## src/rtl/switch_pkg.sv

```systemverilog
// Shared widths, reset defaults and FSM states for the switch phase sequencer.
// cfg_ok holds the config validity rule, evaluated one bit wider than CNT_W.
package switch_pkg;

   localparam int CNT_W   = 16;
   localparam int DEAD_W  = 8;
   localparam int BURST_W = 16;

   localparam logic [CNT_W-1:0]  DEF_PERIOD = 16'd48000;
   localparam logic [CNT_W-1:0]  DEF_HIGH   = 16'd24000;
   localparam logic [DEAD_W-1:0] DEF_DEAD   = 8'd0;

   typedef enum logic [1:0] {
      IDLE,
      RUN,
      LAST
   } state_t;

   function automatic logic [CNT_W:0] dead_ext(
      input logic [DEAD_W-1:0] d
   );
      return {{(CNT_W+1-DEAD_W){1'b0}}, d};
   endfunction

   // H + 2*D needs the extra bit so a large H cannot wrap into a legal value
   function automatic logic cfg_ok(
      input logic [CNT_W-1:0]  p,
      input logic [CNT_W-1:0]  h,
      input logic [DEAD_W-1:0] d
   );
      logic [CNT_W:0] sum;
      sum = {1'b0, h} + (dead_ext(d) << 1);
      return (p >= CNT_W'(4)) && (h != '0) && (sum < {1'b0, p});
   endfunction

endpackage

```

## src/rtl/switch_cfg_shadow.sv

```systemverilog
// Config handshake: validity check, error pulse, shadow register and
// boundary-aligned transfer into the active period/high/dead set.
module switch_cfg_shadow
   import switch_pkg::*;
(
   input  logic              clk,
   input  logic              rst,
   input  logic              cfg_valid,
   input  logic [CNT_W-1:0]  cfg_period,
   input  logic [CNT_W-1:0]  cfg_high,
   input  logic [DEAD_W-1:0] cfg_dead,
   input  logic              running,
   input  logic              boundary,
   output logic              cfg_ready,
   output logic              cfg_err,
   output logic [CNT_W-1:0]  period,
   output logic [CNT_W-1:0]  next_period,
   output logic [CNT_W-1:0]  next_high,
   output logic [DEAD_W-1:0] next_dead
);

   logic [CNT_W-1:0]  high;
   logic [DEAD_W-1:0] dead;
   logic [CNT_W-1:0]  sh_period;
   logic [CNT_W-1:0]  sh_high;
   logic [DEAD_W-1:0] sh_dead;
   logic              full;
   logic              take;
   logic              good;
   logic              copy;

   assign cfg_ready = !full;
   assign take      = cfg_valid && cfg_ready;
   assign good      = cfg_ok(cfg_period, cfg_high, cfg_dead);
   // a shadow left over when a run ends is flushed on the first idle cycle
   assign copy      = full && (boundary || !running);

   always_comb begin
      next_period = period;
      next_high   = high;
      next_dead   = dead;
      if (!running && take && good) begin
         next_period = cfg_period;
         next_high   = cfg_high;
         next_dead   = cfg_dead;
      end else if (copy) begin
         next_period = sh_period;
         next_high   = sh_high;
         next_dead   = sh_dead;
      end
   end

   always_ff @(posedge clk) begin
      if (rst) begin
         period    <= DEF_PERIOD;
         high      <= DEF_HIGH;
         dead      <= DEF_DEAD;
         sh_period <= '0;
         sh_high   <= '0;
         sh_dead   <= '0;
         full      <= 1'b0;
         cfg_err   <= 1'b0;
      end else begin
         period  <= next_period;
         high    <= next_high;
         dead    <= next_dead;
         cfg_err <= take && !good;
         if (copy) begin
            full <= 1'b0;
         end else if (running && take && good) begin
            sh_period <= cfg_period;
            sh_high   <= cfg_high;
            sh_dead   <= cfg_dead;
            full      <= 1'b1;
         end
      end
   end

endmodule

```

## src/rtl/switch_phase_sequencer.sv

```systemverilog
// Complementary switch drive with dead time, burst/continuous run control
// and a sample strobe at the centre of the A phase.
module switch_phase_sequencer
   import switch_pkg::*;
(
   input  logic               clk,
   input  logic               rst,
   input  logic               cfg_valid,
   output logic               cfg_ready,
   input  logic [CNT_W-1:0]   cfg_period,
   input  logic [CNT_W-1:0]   cfg_high,
   input  logic [DEAD_W-1:0]  cfg_dead,
   output logic               cfg_err,
   input  logic               start,
   input  logic               stop,
   input  logic [BURST_W-1:0] burst_len,
   output logic               sw_a,
   output logic               sw_b,
   output logic               sample_stb,
   output logic               busy,
   output logic               done
);

   state_t             state;
   state_t             nstate;
   logic [CNT_W-1:0]   k;
   logic [CNT_W-1:0]   nk;
   logic [BURST_W-1:0] rem;
   logic [BURST_W-1:0] nrem;
   logic               ndone;
   logic               running;
   logic               boundary;
   logic               live;
   logic [CNT_W-1:0]   period;
   logic [CNT_W-1:0]   next_period;
   logic [CNT_W-1:0]   next_high;
   logic [DEAD_W-1:0]  next_dead;
   logic [CNT_W:0]     b_lo;
   logic [CNT_W:0]     b_hi;
   logic [CNT_W:0]     kx;
   logic               na;
   logic               nb;
   logic               ns;

   assign running  = (state != IDLE);
   assign boundary = running && (k == period - CNT_W'(1));

   switch_cfg_shadow u_cfg (
      .clk         (clk),
      .rst         (rst),
      .cfg_valid   (cfg_valid),
      .cfg_period  (cfg_period),
      .cfg_high    (cfg_high),
      .cfg_dead    (cfg_dead),
      .running     (running),
      .boundary    (boundary),
      .cfg_ready   (cfg_ready),
      .cfg_err     (cfg_err),
      .period      (period),
      .next_period (next_period),
      .next_high   (next_high),
      .next_dead   (next_dead)
   );

   always_comb begin
      nstate = state;
      nk     = k;
      nrem   = rem;
      ndone  = 1'b0;
      unique case (state)
         IDLE: begin
            if (start) begin
               nstate = RUN;
               nk     = '0;
               nrem   = burst_len;
            end
         end
         RUN, LAST: begin
            if (boundary) begin
               nk = '0;
               if (rem != '0) nrem = rem - BURST_W'(1);
               // burst end wins over a coincident stop: one done pulse
               if (state == LAST || rem == BURST_W'(1)) begin
                  nstate = IDLE;
                  ndone  = 1'b1;
               end else if (rem == BURST_W'(2) || stop) begin
                  nstate = LAST;
               end
            end else begin
               nk = k + CNT_W'(1);
               if (state == RUN && stop) nstate = LAST;
            end
         end
         default: nstate = IDLE;
      endcase
   end

   assign live = (nstate != IDLE);
   assign kx   = {1'b0, nk};
   assign b_lo = {1'b0, next_high} + dead_ext(next_dead);
   assign b_hi = {1'b0, next_period} - dead_ext(next_dead);

   always_comb begin
      na = live && (nk < next_high);
      nb = live && (b_lo <= kx) && (kx < b_hi);
      ns = live && (nk == (next_high >> 1));
   end

   always_ff @(posedge clk) begin
      if (rst) begin
         state      <= IDLE;
         k          <= '0;
         rem        <= '0;
         sw_a       <= 1'b0;
         sw_b       <= 1'b0;
         sample_stb <= 1'b0;
         busy       <= 1'b0;
         done       <= 1'b0;
      end else begin
         state      <= nstate;
         k          <= nk;
         rem        <= nrem;
         sw_a       <= na;
         sw_b       <= nb;
         sample_stb <= ns;
         busy       <= live;
         done       <= ndone;
      end
   end

endmodule

```

## config.mk

```make
export PLATFORM = sky130hd
export DESIGN_NAME = switch_phase_sequencer
export DESIGN_NICKNAME = d
export VERILOG_FILES = /design/src/rtl/switch_pkg.sv /design/src/rtl/switch_cfg_shadow.sv /design/src/rtl/switch_phase_sequencer.sv
export SDC_FILE = /design/constraint.sdc
export NUM_CORES = 1
export LEC_CHECK = 0
export ABC_AREA = 1
export BUFFER_PORTS_ARGS = -buffer_cell sky130_fd_sc_hd__buf_2
export CORE_MARGIN = 4
export CORE_UTILIZATION = 60
export DETAILED_ROUTE_END_ITERATION = 8
export HOLD_SLACK_MARGIN = 0.05
export PLACE_DENSITY = 0.8
export SYNTH_ARGS = -nofsm -noshare
export SYNTH_HDL_FRONTEND = slang
export SYNTH_SLANG_ARGS = --single-unit
```

## constraint.sdc

```tcl
create_clock -name clk -period 17 [get_ports clk]
set_clock_uncertainty 0.05 [all_clocks]
set_input_delay 0 -clock clk [delete_from_list [all_inputs] [get_ports clk]]
set_output_delay 0 -clock clk [all_outputs]
set_load 0.02 [all_outputs]
```

-- Word-level counts from Yosys, hierarchy flattened
Index checks and enable logic that the tools add are counted.
- equality and inequality tests: 9
- muxes and demuxes: 20
- reduce and logical (&&, ||, !) cells: 32
- bitwise logic cells: 3
- add/subtract/negate cells: 6
- $lt $le $gt $ge: 5
- operator list (kind ; count):
    16-bit 2-to-1 mux ; 9
    16-bit one-hot mux with 2 select lines ; 2
    16-bit nonzero test ; 2
    16-bit by 1-bit subtractor with 16-bit output, second input constant ; 2
    16-bit by 8-bit adder with 17-bit output ; 1
    16-bit by 9-bit adder with 17-bit output ; 1
    17-bit by 16-bit <= comparator with 1-bit output ; 1
    16-bit by 17-bit < comparator with 1-bit output ; 1
    17-bit by 16-bit < comparator with 1-bit output ; 1
    16-bit by 8-bit subtractor with 17-bit output ; 1
    16-bit by 1-bit adder with 16-bit output, second input constant ; 1
    16-bit by 1-bit == test with 1-bit output, second input constant ; 1
    16-bit by 15-bit == test with 1-bit output ; 1
    16-bit == test ; 1
    16-bit by 2-bit == test with 1-bit output, second input constant ; 1
    16-bit by 3-bit greater-or-equal comparator with 1-bit output, second input constant ; 1
    16-bit < comparator ; 1
    8-bit 2-to-1 mux ; 2
    1-bit logical AND ; 15
    2-bit 2-to-1 mux ; 5
    2-bit nonzero test ; 3
    2-bit != test, second input constant ; 2
    2-bit one-hot mux with 2 select lines ; 1
    4-bit AND reduction ; 1
    other kinds (11) ; 18
- input port bits: 61
- register bits: 121
- output and inout bits: 7

-- Logic depth before layout (Yosys ltp)
- depth in word-level cells: 11
- mapped depth: 53
- mapped depth without buffers: 50

-- By module
Synthesis repeated with hierarchy kept, for this count alone.
- cell total of the unflattened synthesis: 1719
- area total of the unflattened synthesis: 10412.5 sq um
- modules (own cells, without submodules) (module ; cells an instance ; sequential area each (sq um) ; area an instance (sq um) ; times used):
    switch_phase_sequencer ; 918 ; 780.7 ; 5511.5 ; 1
    switch_cfg_shadow ; 801 ; 1641.6 ; 4901.0 ; 1

-- Worst setup path after synthesis
No wires, ideal clock.
- path type: input port to flip-flop
- start point: input port cfg_high[1]
- end point: register sw_b
- setup time: 0.116 ns
- data required time: 16.834 ns
- slack: 10.361 ns
- arrival: 6.473 ns
- path buffers: 3
- stages: 52
- cells stage by stage: ha_1 > inv_1 > fa_1 > nand3b_1 > and2_1 > inv_1 > a21oi_1 > o21bai_1 > a21o_1 > a21oi_1 > nor2_1 > nand2_1 > xor2_1 > ha_1 > inv_1 > o31a_1 > nand2_1 > nand2_1 > (+16 left out) > nor2_1 > o21bai_1 > a21oi_1 > nand3b_1 > nor2_1 > nand2_1 > nor2_1 > xor2_1 > inv_1 > ha_1 > nand2_1 > nor2_1 > nor2_1 > a31o_2 > a21boi_0 > o32ai_1 > nand3_1 > a21oi_1
- word-level cells in the longest chain between the ends: 9
- elaborated cells between the ends (all ways): 15
- RTL lines (element ; RTL line ; RTL):
    start: declaration ; switch_phase_sequencer.sv:11 ; input logic [CNT_W-1:0] cfg_high,
    16-bit by 9-bit adder with 17-bit output / 16-bit nonzero test (equally long branches) ; switch_pkg.sv:32, switch_pkg.sv:33 ;
    17-bit by 16-bit < comparator with 1-bit output / 1-bit logical AND (equally long branches) ; switch_pkg.sv:33 ; return (p >= CNT_W'(4)) && (h != '0) && (sum < {1'b0, p});
    1-bit logical AND (*) ; switch_pkg.sv:33 ;
    1-bit logical AND (*) ; switch_cfg_shadow.sv:42 ; if (!running && take && good) begin
    8-bit 2-to-1 mux (*) ; switch_cfg_shadow.sv:42 ;
    via next_dead[0] ; switch_phase_sequencer.sv:37 ; logic [DEAD_W-1:0] next_dead;
    16-bit by 8-bit adder with 17-bit output ; switch_phase_sequencer.sv:100 ; assign b_lo = {1'b0, next_high} + dead_ext(next_dead);
    17-bit by 16-bit <= comparator with 1-bit output ; switch_phase_sequencer.sv:105 ; nb = live && (b_lo <= kx) && (kx < b_hi);
    1-bit logical AND ; switch_phase_sequencer.sv:105 ;
    1-bit logical AND (*) ; switch_phase_sequencer.sv:105 ;
    end signal: assignment ; switch_phase_sequencer.sv:124 ; sw_b <= nb;
    end: declaration ; switch_phase_sequencer.sv:18 ; output logic sw_b,
The timed path passes the listed nets; every way through them passes the cells marked *.
A chain may end at the register's enable or synchronous reset.

-- Worst setup path in the final report
Same ends and word-level chain as after synthesis.

==> results.md <==
* GRT Resource Usage Total at 30.8%
* WS Path Type: input pin to flop
* Synthesized area at 9610 um^2
* Synth unique cells at 49
* Clock Tree Root: clkbuf_16
* Fill cells at 1357
* Inserted Clock Buffers at 17
* Skew-Pair Late Insertion Delay at 0.43 ns
* Ant. Diodes at 0
* Total wire length at 27600 um
* Core box area at 15800 um^2
* IR drop worst, VDD at 0.0892 mV
* Num Clock Sinks at 121
* Die extent in y at 135 um
* Syn Inst Count at 1476
* Slew Viols, Final at 0
* Pwr/cell area at 100 nW/um^2
* Iteration-0 DRC Markers at 816
* Post-synth EDFFs at 0
* Top FF cell, synth: dfxtp_1
* Most frequent cell after synthesis: nand2_1
* Layout net count at 1741
* Min Clock Period, post-route at 8.11 ns
* Setup ws final at 8.89 ns
* Drt first pass iters at 5
* Setup Total Neg Slack at 0 ns
* Post-Place Worst Slack at 9.16 ns
* Die width at 135 um
* IO Port Bufs at 67
* Post-CTS Resized at 0
* Avg Vias per Cell at 5.44
* Antenna Violating Nets Remaining at 0
* Wire length per cell after detailed routing at 15.2 um
* Worst Path Arrival at 8.37 ns
* Ports at 68
* RSZ-0062 raised after global routing: no
* Relative slew slack at 32.0%
* DP Wirelength at 20300 um
* CP Buf/Inv Count at 11
* CP endpoint kind: flop
* CTS clk-pin slew, worst paths at 0.06 ns
* Initial antenna violation count at 0
* Final hold vios at 0
* Post-CTS setup buffer count at 0
* RePlAce Congestion at 0.982
* Residual DRC at 0
* Synth top area cells: dfxtp_1 (25%), nand2_1 (13%), ha_1 (12%)
* Slew @ Worst Pin at 1.02 ns
* Layout cells sized above 1 at 9.15%
* Sequential cell area fraction in the yosys report at 25.2%
* Largest net degree at the start of global routing at 74
* Fraction of registers with async set/reset at 0%
* CP top delay family: buffers and inverters
* Post-synth net total at 1634
* Global-route wire length before repair at 44800 um
* Slowest stage delay, CP at 0.53 ns
* CTS Hold Bufs at 60
* H-tree depth at 4
* Flops & latches, synth at 121
* Vias at 9859
* Max-Cap Viols at 0
* Area share of the largest cell type after synthesis at 25.2%
* Commonest cells post-synth: nand2_1 (330), inv_1 (220), nor2_1 (148)
* Final Cycle Share at 47.7%
* Crit path top cell by count: nand2_1
* Largest area contributor in the netlist: dfxtp_1
* Status: complete, no violations
* Synth warn at 0
* HP Class: input pin to flop
* Area Overhead vs Synth at 16.8%
* Leak at 0.00537 uW
* Mean Syn Cell Area at 6.51 um^2
* CP max FO at 45
* Clk buf depth at 2
* Required time of the critical path at 17.26 ns
* Die Footprint at 18100 um^2
* Startpoint Class: input pin
* GR Overflow Total at 0
* CTS tree: built
* Max Freq at 0.123 GHz
* # rows at 46
* Final setup fails at 0
* Initial core utilization at 60.9%
* Vias in the first global route at 9174
* CP max stage cell: dlygate4sd3_1
## registers in the layout, summed over array words and instances, names as in the netlist
signal	count
sw_b	1
u_cfg.full	1
sample_stb	1
state	2
u_cfg.cfg_err	1
k	16
u_cfg.high	16
busy	1
u_cfg.sh_period	16
u_cfg.sh_dead	8
rem	16
u_cfg.sh_high	16
sw_a	1
u_cfg.dead	8
u_cfg.period	16
done	1
## worst reg2reg max path, delay by kind of cell, from the launching register on
kind	cells	cell delay (ns)
AOI/OAI and AO/OA	9	1.29
xor gates and xnor gates	2	0.33
adders and majority gates	3	1.04
buffers and inverters	5	0.48
DFF	1	0.54
and+or+nand+nor	20	2.59
## power by group
part	switching, uW	internal, uW	total [uW]
combinational	277	158	436
sequential	20.3	311	331
clock	143	215	358
## kinds of logic (layout without fill, tap and decap cells)
group                    after synthesis  in the layout  share of synthesized area, %
flip-flops                           121            121                          25.2
AO/OA/AOI/OAI                        296            296                          16.9
XOR/XNOR                              69             69                          6.29
buffers and inverters                266            386                          10.8
AND/OR/NAND/NOR                      626            626                          27.8
multiplexers                           1              1                         0.104
adder cells (fa/ha/maj)               97             97                          12.9
## final cells by class
class	count	area [um^2]	area share, %
sequential	121	2420	21.6
tap	216	270	2.41
clock inverter	15	153	1.36
multi-input combinational	1089	6150	54.8
timing repair buffer	132	973	8.67
inverter	222	833	7.42
clock buffer	17	425	3.79
## through the flow
| step | std cells | total power [uW] | area, um^2 | hold WS (ns) | util (%) |
|---|---|---|---|---|---|
| floorplan | 1476 | 643 | 9610 | 0.0913 | - |
| global placement | 1720 | 737 | 10000 | 0.226 | 63.7 |
| detailed placement | 1720 | 750 | 10000 | 0.240 | 63.7 |
| CTS | 1812 | 1120 | 11200 | 0.158 | 71.2 |
| global route | 1812 | 1200 | 11200 | 0.173 | 71.2 |
| finish | 1812 | 1120 | 11200 | 0.166 | 71.2 |
## worst paths after layout
path,startpoint,depth (start not counted),to,slack (ns)
setup / recovery,cfg_high[1],52,sw_b$_SDFF_PP0_,8.89
setup reg to reg,u_cfg.period[0]$_SDFF_PP0_,39,sw_b$_SDFF_PP0_,10.53
hold / removal,rst,3,k[1]$_SDFF_PP0_,0.17
hold reg to reg,u_cfg.sh_period[14]$_SDFFE_PP0P_,2,u_cfg.sh_period[14]$_SDFFE_PP0P_,0.40
## routing by layer
layer	share of wire (%)	GRT usage [%]
met2	45	49.8
met1	43	40.6
met5	0	0
met3	7.6	5.37
met4	3.8	13.5
## layout by cell type (no fill, tap or decap), types with 10 or more instances in the layout
cell / instances
inv_1: 220
o21ai_1: 11
dfxtp_1: 121
a21oi_1: 107
nor2_1: 148
xor2_1: 46
buf_2: 67
dlygate4sd3_1: 60
or2_2: 11
o21ai_0: 128
ha_1: 94
nor3_1: 14
clkbuf_16: 17
xnor2_1: 23
nand4_1: 13
nor4_1: 10
nand3_1: 68
nand2_1: 330
(Power assumes the default switching activity.)
